`config.mk`:
```
export PLATFORM = sky130hd
export DESIGN_NAME = blood_anim_reader
export DESIGN_NICKNAME = d
export VERILOG_FILES = /design/src/rtl/blood_anim_reader.sv
export SDC_FILE = /design/constraint.sdc
export NUM_CORES = 1
export LEC_CHECK = 0
export ABC_CLOCK_PERIOD_IN_PS = 4600
export BUFFER_PORTS_ARGS = -buffer_cell sky130_fd_sc_hd__buf_2
export CORE_AREA = 2 2 79 81
export CTS_CLUSTER_SIZE = 20
export DETAILED_ROUTE_END_ITERATION = 16
export DIE_AREA = 0 0 81 83
export GPL_TIMING_DRIVEN = 1
export PLACE_DENSITY = 0.68
export SKIP_LAST_GASP = 1
export SLEW_MARGIN = 10
export SYNTH_ARGS = -nofsm -noshare
export SYNTH_HDL_FRONTEND = slang
export SYNTH_SLANG_ARGS = --single-unit
```
`constraint.sdc`:
```
create_clock -name clk -period 4.6 [get_ports clk]
set_clock_uncertainty 0.1 [all_clocks]
set_input_delay 0.92 -clock clk [delete_from_list [all_inputs] [get_ports clk]]
set_output_delay 0.92 -clock clk [all_outputs]
set_load 0.01 [all_outputs]
```
`src/rtl/blood_anim_reader.sv`:
```
// Blood-splatter sprite reader: plays a FRAMES-long animation anchored at a hit point
// and streams the selected 64x64 frame ROM onto the pixel pipeline with a fixed 2-clk latency.
module blood_anim_reader #(
    parameter int          FRAMES          = 12,
    parameter int          TICKS_PER_FRAME = 4,
    parameter logic [11:0] TRANSPARENT     = 12'h000
) (
    input  logic        clk,
    input  logic        reset,
    input  logic        video_on,
    input  logic [9:0]  x,
    input  logic [9:0]  y,
    input  logic        frame_tick,
    input  logic        hit,
    input  logic [9:0]  hit_x,
    input  logic [9:0]  hit_y,
    output logic [5:0]  rom_row,
    output logic [5:0]  rom_col,
    output logic [3:0]  rom_sel,
    input  logic [11:0] rom_data,
    output logic [11:0] rgb_out,
    output logic        blood_on,
    output logic        busy
);

    typedef enum logic {IDLE, PLAY} state_t;

    localparam logic [3:0] FRAME_LAST = 4'(FRAMES - 1);
    localparam logic [7:0] TICK_LAST  = 8'(TICKS_PER_FRAME - 1);

    state_t      r_state;
    state_t      w_state_next;
    logic [3:0]  r_frame;
    logic [3:0]  w_frame_next;
    logic [7:0]  r_tick_cnt;
    logic [7:0]  w_tick_cnt_next;
    logic [9:0]  r_ax;
    logic [9:0]  w_ax_next;
    logic [9:0]  r_ay;
    logic [9:0]  w_ay_next;

    logic        r_in_box_d1;
    logic [11:0] r_rgb_out;
    logic        r_blood_on;

    logic [10:0] w_dx;
    logic [10:0] w_dy;
    logic        w_x_ge;
    logic        w_y_ge;
    logic        w_in_box;
    logic        w_opaque;

    always_ff @(posedge clk) begin
        if (reset) begin
            r_state    <= IDLE;
            r_frame    <= 4'd0;
            r_tick_cnt <= 8'd0;
            r_ax       <= 10'd0;
            r_ay       <= 10'd0;
        end else begin
            r_state    <= w_state_next;
            r_frame    <= w_frame_next;
            r_tick_cnt <= w_tick_cnt_next;
            r_ax       <= w_ax_next;
            r_ay       <= w_ay_next;
        end
    end

    // A hit always (re)starts from frame 0 and wins over a coincident frame_tick.
    always_comb begin
        w_state_next    = r_state;
        w_frame_next    = r_frame;
        w_tick_cnt_next = r_tick_cnt;
        w_ax_next       = r_ax;
        w_ay_next       = r_ay;
        if (hit) begin
            w_state_next    = PLAY;
            w_frame_next    = 4'd0;
            w_tick_cnt_next = 8'd0;
            w_ax_next       = hit_x;
            w_ay_next       = hit_y;
        end else if (r_state == PLAY && frame_tick) begin
            if (r_tick_cnt == TICK_LAST) begin
                w_tick_cnt_next = 8'd0;
                if (r_frame == FRAME_LAST) begin
                    w_state_next = IDLE;
                    w_frame_next = 4'd0;
                end else begin
                    w_frame_next = r_frame + 4'd1;
                end
            end else begin
                w_tick_cnt_next = r_tick_cnt + 8'd1;
            end
        end
    end

    assign busy    = (r_state == PLAY);
    assign rom_sel = busy ? r_frame : 4'd0;

    // 11-bit offsets plus separate >= checks keep an anchor near 1023 from wrapping to 0.
    assign w_dx     = {1'b0, x} - {1'b0, r_ax};
    assign w_dy     = {1'b0, y} - {1'b0, r_ay};
    assign w_x_ge   = (x >= r_ax);
    assign w_y_ge   = (y >= r_ay);
    assign rom_col  = w_dx[5:0];
    assign rom_row  = w_dy[5:0];
    assign w_in_box = busy & video_on & w_x_ge & (w_dx < 11'd64) & w_y_ge & (w_dy < 11'd64);
    assign w_opaque = r_in_box_d1 & (rom_data != TRANSPARENT);

    always_ff @(posedge clk) begin
        if (reset) begin
            r_in_box_d1 <= 1'b0;
            r_rgb_out   <= 12'h000;
            r_blood_on  <= 1'b0;
        end else begin
            r_in_box_d1 <= w_in_box;
            r_blood_on  <= w_opaque;
            r_rgb_out   <= w_opaque ? rom_data : 12'h000;
        end
    end

    assign rgb_out  = r_rgb_out;
    assign blood_on = r_blood_on;

endmodule

```
==> flow_summary.toml <==
[outcome]
status = "complete, no violations"

[min_path]
hp-class = "flop to flop"

[route]
vias = 2240
drt-total-wl_mm = 5.51
ant_nets = 0
drc = 0
viasPerCell = 4.89
wl_per_cell_um = 12.0
drt_iter0_drc = 81
dr.pass1.iters = 4

[yosys]
synth_area_leaders = "dfxtp_1 (36%), ha_1 (11%), mux2i_1 (8.9%)"
synth_area_um2 = 2590
syn-mean-instance-area_um2 = 8.70
seq_area_frac_synth_pct = 36.3
ys_ff_latch = 47
syn-num-nets = 379
ys.flop_type = "dfxtp_1"
ys_warn_count = 0
async_flop_share_pct = 0
synthCells = 298
synth_most_common_cell = "dfxtp_1"
yosys.area.top_type = "dfxtp_1"
synth_edf_count = 0
synth_top_area_share_pct = 36.3
netlist_top_cells_count = "dfxtp_1 (47), nor2_1 (40), inv_1 (30)"
yosysUniqueCellTypes = 40

[cells_and_area]
finalNetCount = 463
n_fill_cell = 581
area_delta_synth_final_pct = 22.3
fin_cells = 458
antenna_cells = 0
final_util_pct = 54.5
layout-drive-gt1-share_pct = 25.1

[placement]
dp_hpwl_mm = 4.44
gp_congestion = 0.816
placedCellCount = 450
io_buffers = 86

[power_and_ir_drop]
combPwrFrac_pct = 23.2
power_frac_clock_pct = 28.2
power_w = 0.000874
p_sw_share_pct = 28.9
power-per-cell-area_nw_per_um2 = 275
total_leakage_power_nw = 1.52
seqPwrFrac_pct = 48.7
p_int_w = 0.000621
vdd_ir_drop_max_mv = 0.132
p_sw_w = 0.000253

[clocking]
cts_resized = 0
cts_buffers = 5
clk_pin_slew_ns = 0.09
clock_sink_count = 47
cts_buffer_depth = 2
clkLatencyLatePin_ns = 0.30
cts_tree = "built"
post_cts_buffers = 0
htree_levels = 2
cts_hold_buf = 0
root_buffer = "clkbuf_8"

[worst_setup_path]
path_class = "primary input to primary output"
r2r_start = "r_ax[0]"
slowest_delay_ns = 0.35
r2r-end = "r_in_box_d1"
worstSetupEndpoint = "rom_col[5]"
worst-path-max-fanout = 4
reg2regPathDepth = 9
path_cells = "buf_2 > ha_1 > and2_1 > a221o_1 > nor2_1 > xnor2_1 > buf_2"
startpoint = "x[3]"
critical_path.most_common_cell = "buf_2"
critPathArrivalTime_ns = 2.31
end_kind = "primary output"
slowest_stage = "a221o_1"
ff2ff_setup_slack_ns = 2.13
startpoint_type = "primary input"
crit_required_ns = 3.58

[sta]
period_minus_slack_ns = 3.33
finalHoldViolCount = 0
rsz0062_at_grt = "no"
maxSlewViolCount = 0
max_slew_margin_pct = 30.3
period_share_pct = 72.5
finalSetupViolations = 0
tightest_slew_ns = 1.04
fin_hold_ws_ns = 0.393
finalSetupTns_ns = 0
fmax_mhz = 300

[global_routing]
grt_max_degree = 25
grt_first_pass_wirelength_mm = 9.22
grt_pass1_vias = 2232
antenna_found_initial = 0
grt-ovfl-total = 0
gr-usage-all-layers_pct = 17.1

[die]
initial_core_util_pct = 44.6
die_w_um = 81
fp-row-count = 28
core-area_um2 = 5820
dieArea_um2 = 6720
die_h_um = 83
ioPinCount = 87

[run]
cap_violations = 0
==> power by group through the flow <==
| stage | sequential [W] | combinational, W | clock (W) |
|---|---|---|---|
| after floorplan | 0.000433 | 0.000137 | 0 |
| after global routing | 0.000427 | 0.000231 | 0.000271 |
| after global placement | 0.000434 | 0.000201 | 0 |
| after CTS | 0.000425 | 0.000205 | 0.000257 |
| final | 0.000425 | 0.000202 | 0.000246 |
| after detailed placement | 0.000435 | 0.000204 | 0 |
==> state kept, by name (all words and copies together), names as in the netlist <==
register,count
blood_on,1
busy,1
r_ax,10
r_ay,10
r_frame,4
r_in_box_d1,1
r_tick_cnt,8
rgb_out,12
==> worst max-delay path, delay by kind of cell <==
kind                       cells  cell delay, ns
AOI/OAI and AO/OA              1            0.35
xor gates and xnor gates       1            0.13
adders and majority gates      1            0.34
buffers and inverters          2            0.25
and+or+nand+nor                2            0.33
==> routing by layer <==
layer | up-vias | track usage [%] | share of wire [%] | wire length [um]
met3 | 6 | 4.35 | 7.1 | 391
li1 | 1178 | - | - | -
met1 | 993 | 20.2 | 44 | 2420
met5 | - | 0 | 0 | 0
met2 | 63 | 30.1 | 48 | 2630
met4 | 0 | 4.62 | 1.2 | 68
==> how the worst min path moves through the flow <==
stage,slack [ns],start,depth (start not counted),end
after floorplan,0.35,r_tick_cnt[1],2,r_tick_cnt[1]
after global placement,0.37,r_tick_cnt[1],2,r_tick_cnt[1]
after detailed placement,0.38,r_tick_cnt[1],2,r_tick_cnt[1]
after CTS,0.39,r_tick_cnt[1],2,r_tick_cnt[1]
after global routing,0.41,r_tick_cnt[1],2,r_tick_cnt[1]
final,0.39,r_tick_cnt[1],2,r_tick_cnt[1]
==> cell type report <==
type	count	area [um^2]	share of cell area [%]
clock inverters	3	20.0	0.631
well taps	75	93.8	2.96
inverters	30	113	3.55
repair buffers	86	430	13.6
flip-flops and latches	47	941	29.7
clock buffers	5	68.8	2.17
multi-input cells	212	1510	47.5
==> cell usage in the layout, fill, tap and decap left out, types with 2 or more instances in the layout <==
cell,n
nor4_1,3
nand2_1,11
nor2_1,40
and2_1,18
xor2_1,8
dfxtp_1,47
and4_1,2
o21a_1,4
o2111ai_1,2
xnor2_1,11
inv_1,30
o21ai_0,7
nand3_1,10
a21oi_1,15
and3_1,3
clkinvlp_4,2
nor2b_1,4
buf_2,86
a21o_1,3
mux2i_1,23
ha_1,22
or4_1,3
fa_1,2
a221o_1,2
o211ai_1,2
nor3_1,4
clkbuf_8,5
==> cells by family (layout without fill, tap and decap cells) <==
group	after synthesis	after routing	share of synthesized area, %
AO/OA/AOI/OAI	41	41	10.3
XOR/XNOR	19	19	6.42
adder cells (fa/ha/maj)	24	24	12.2
buffers and inverters	39	124	5.69
flip-flops	47	47	36.3
multiplexers	23	23	8.88
AND/OR/NAND/NOR	105	105	20.3
==> stage by stage <==
step / cell area [um^2] / setup WS [ns]
floorplan: 2590 / 1.51
global placement: 3080 / 1.27
detailed placement: 3080 / 1.28
CTS: 3170 / 1.27
global route: 3170 / 1.12
finish: 3170 / 1.27
No activity file was read; power rests on OpenSTA's default activity.
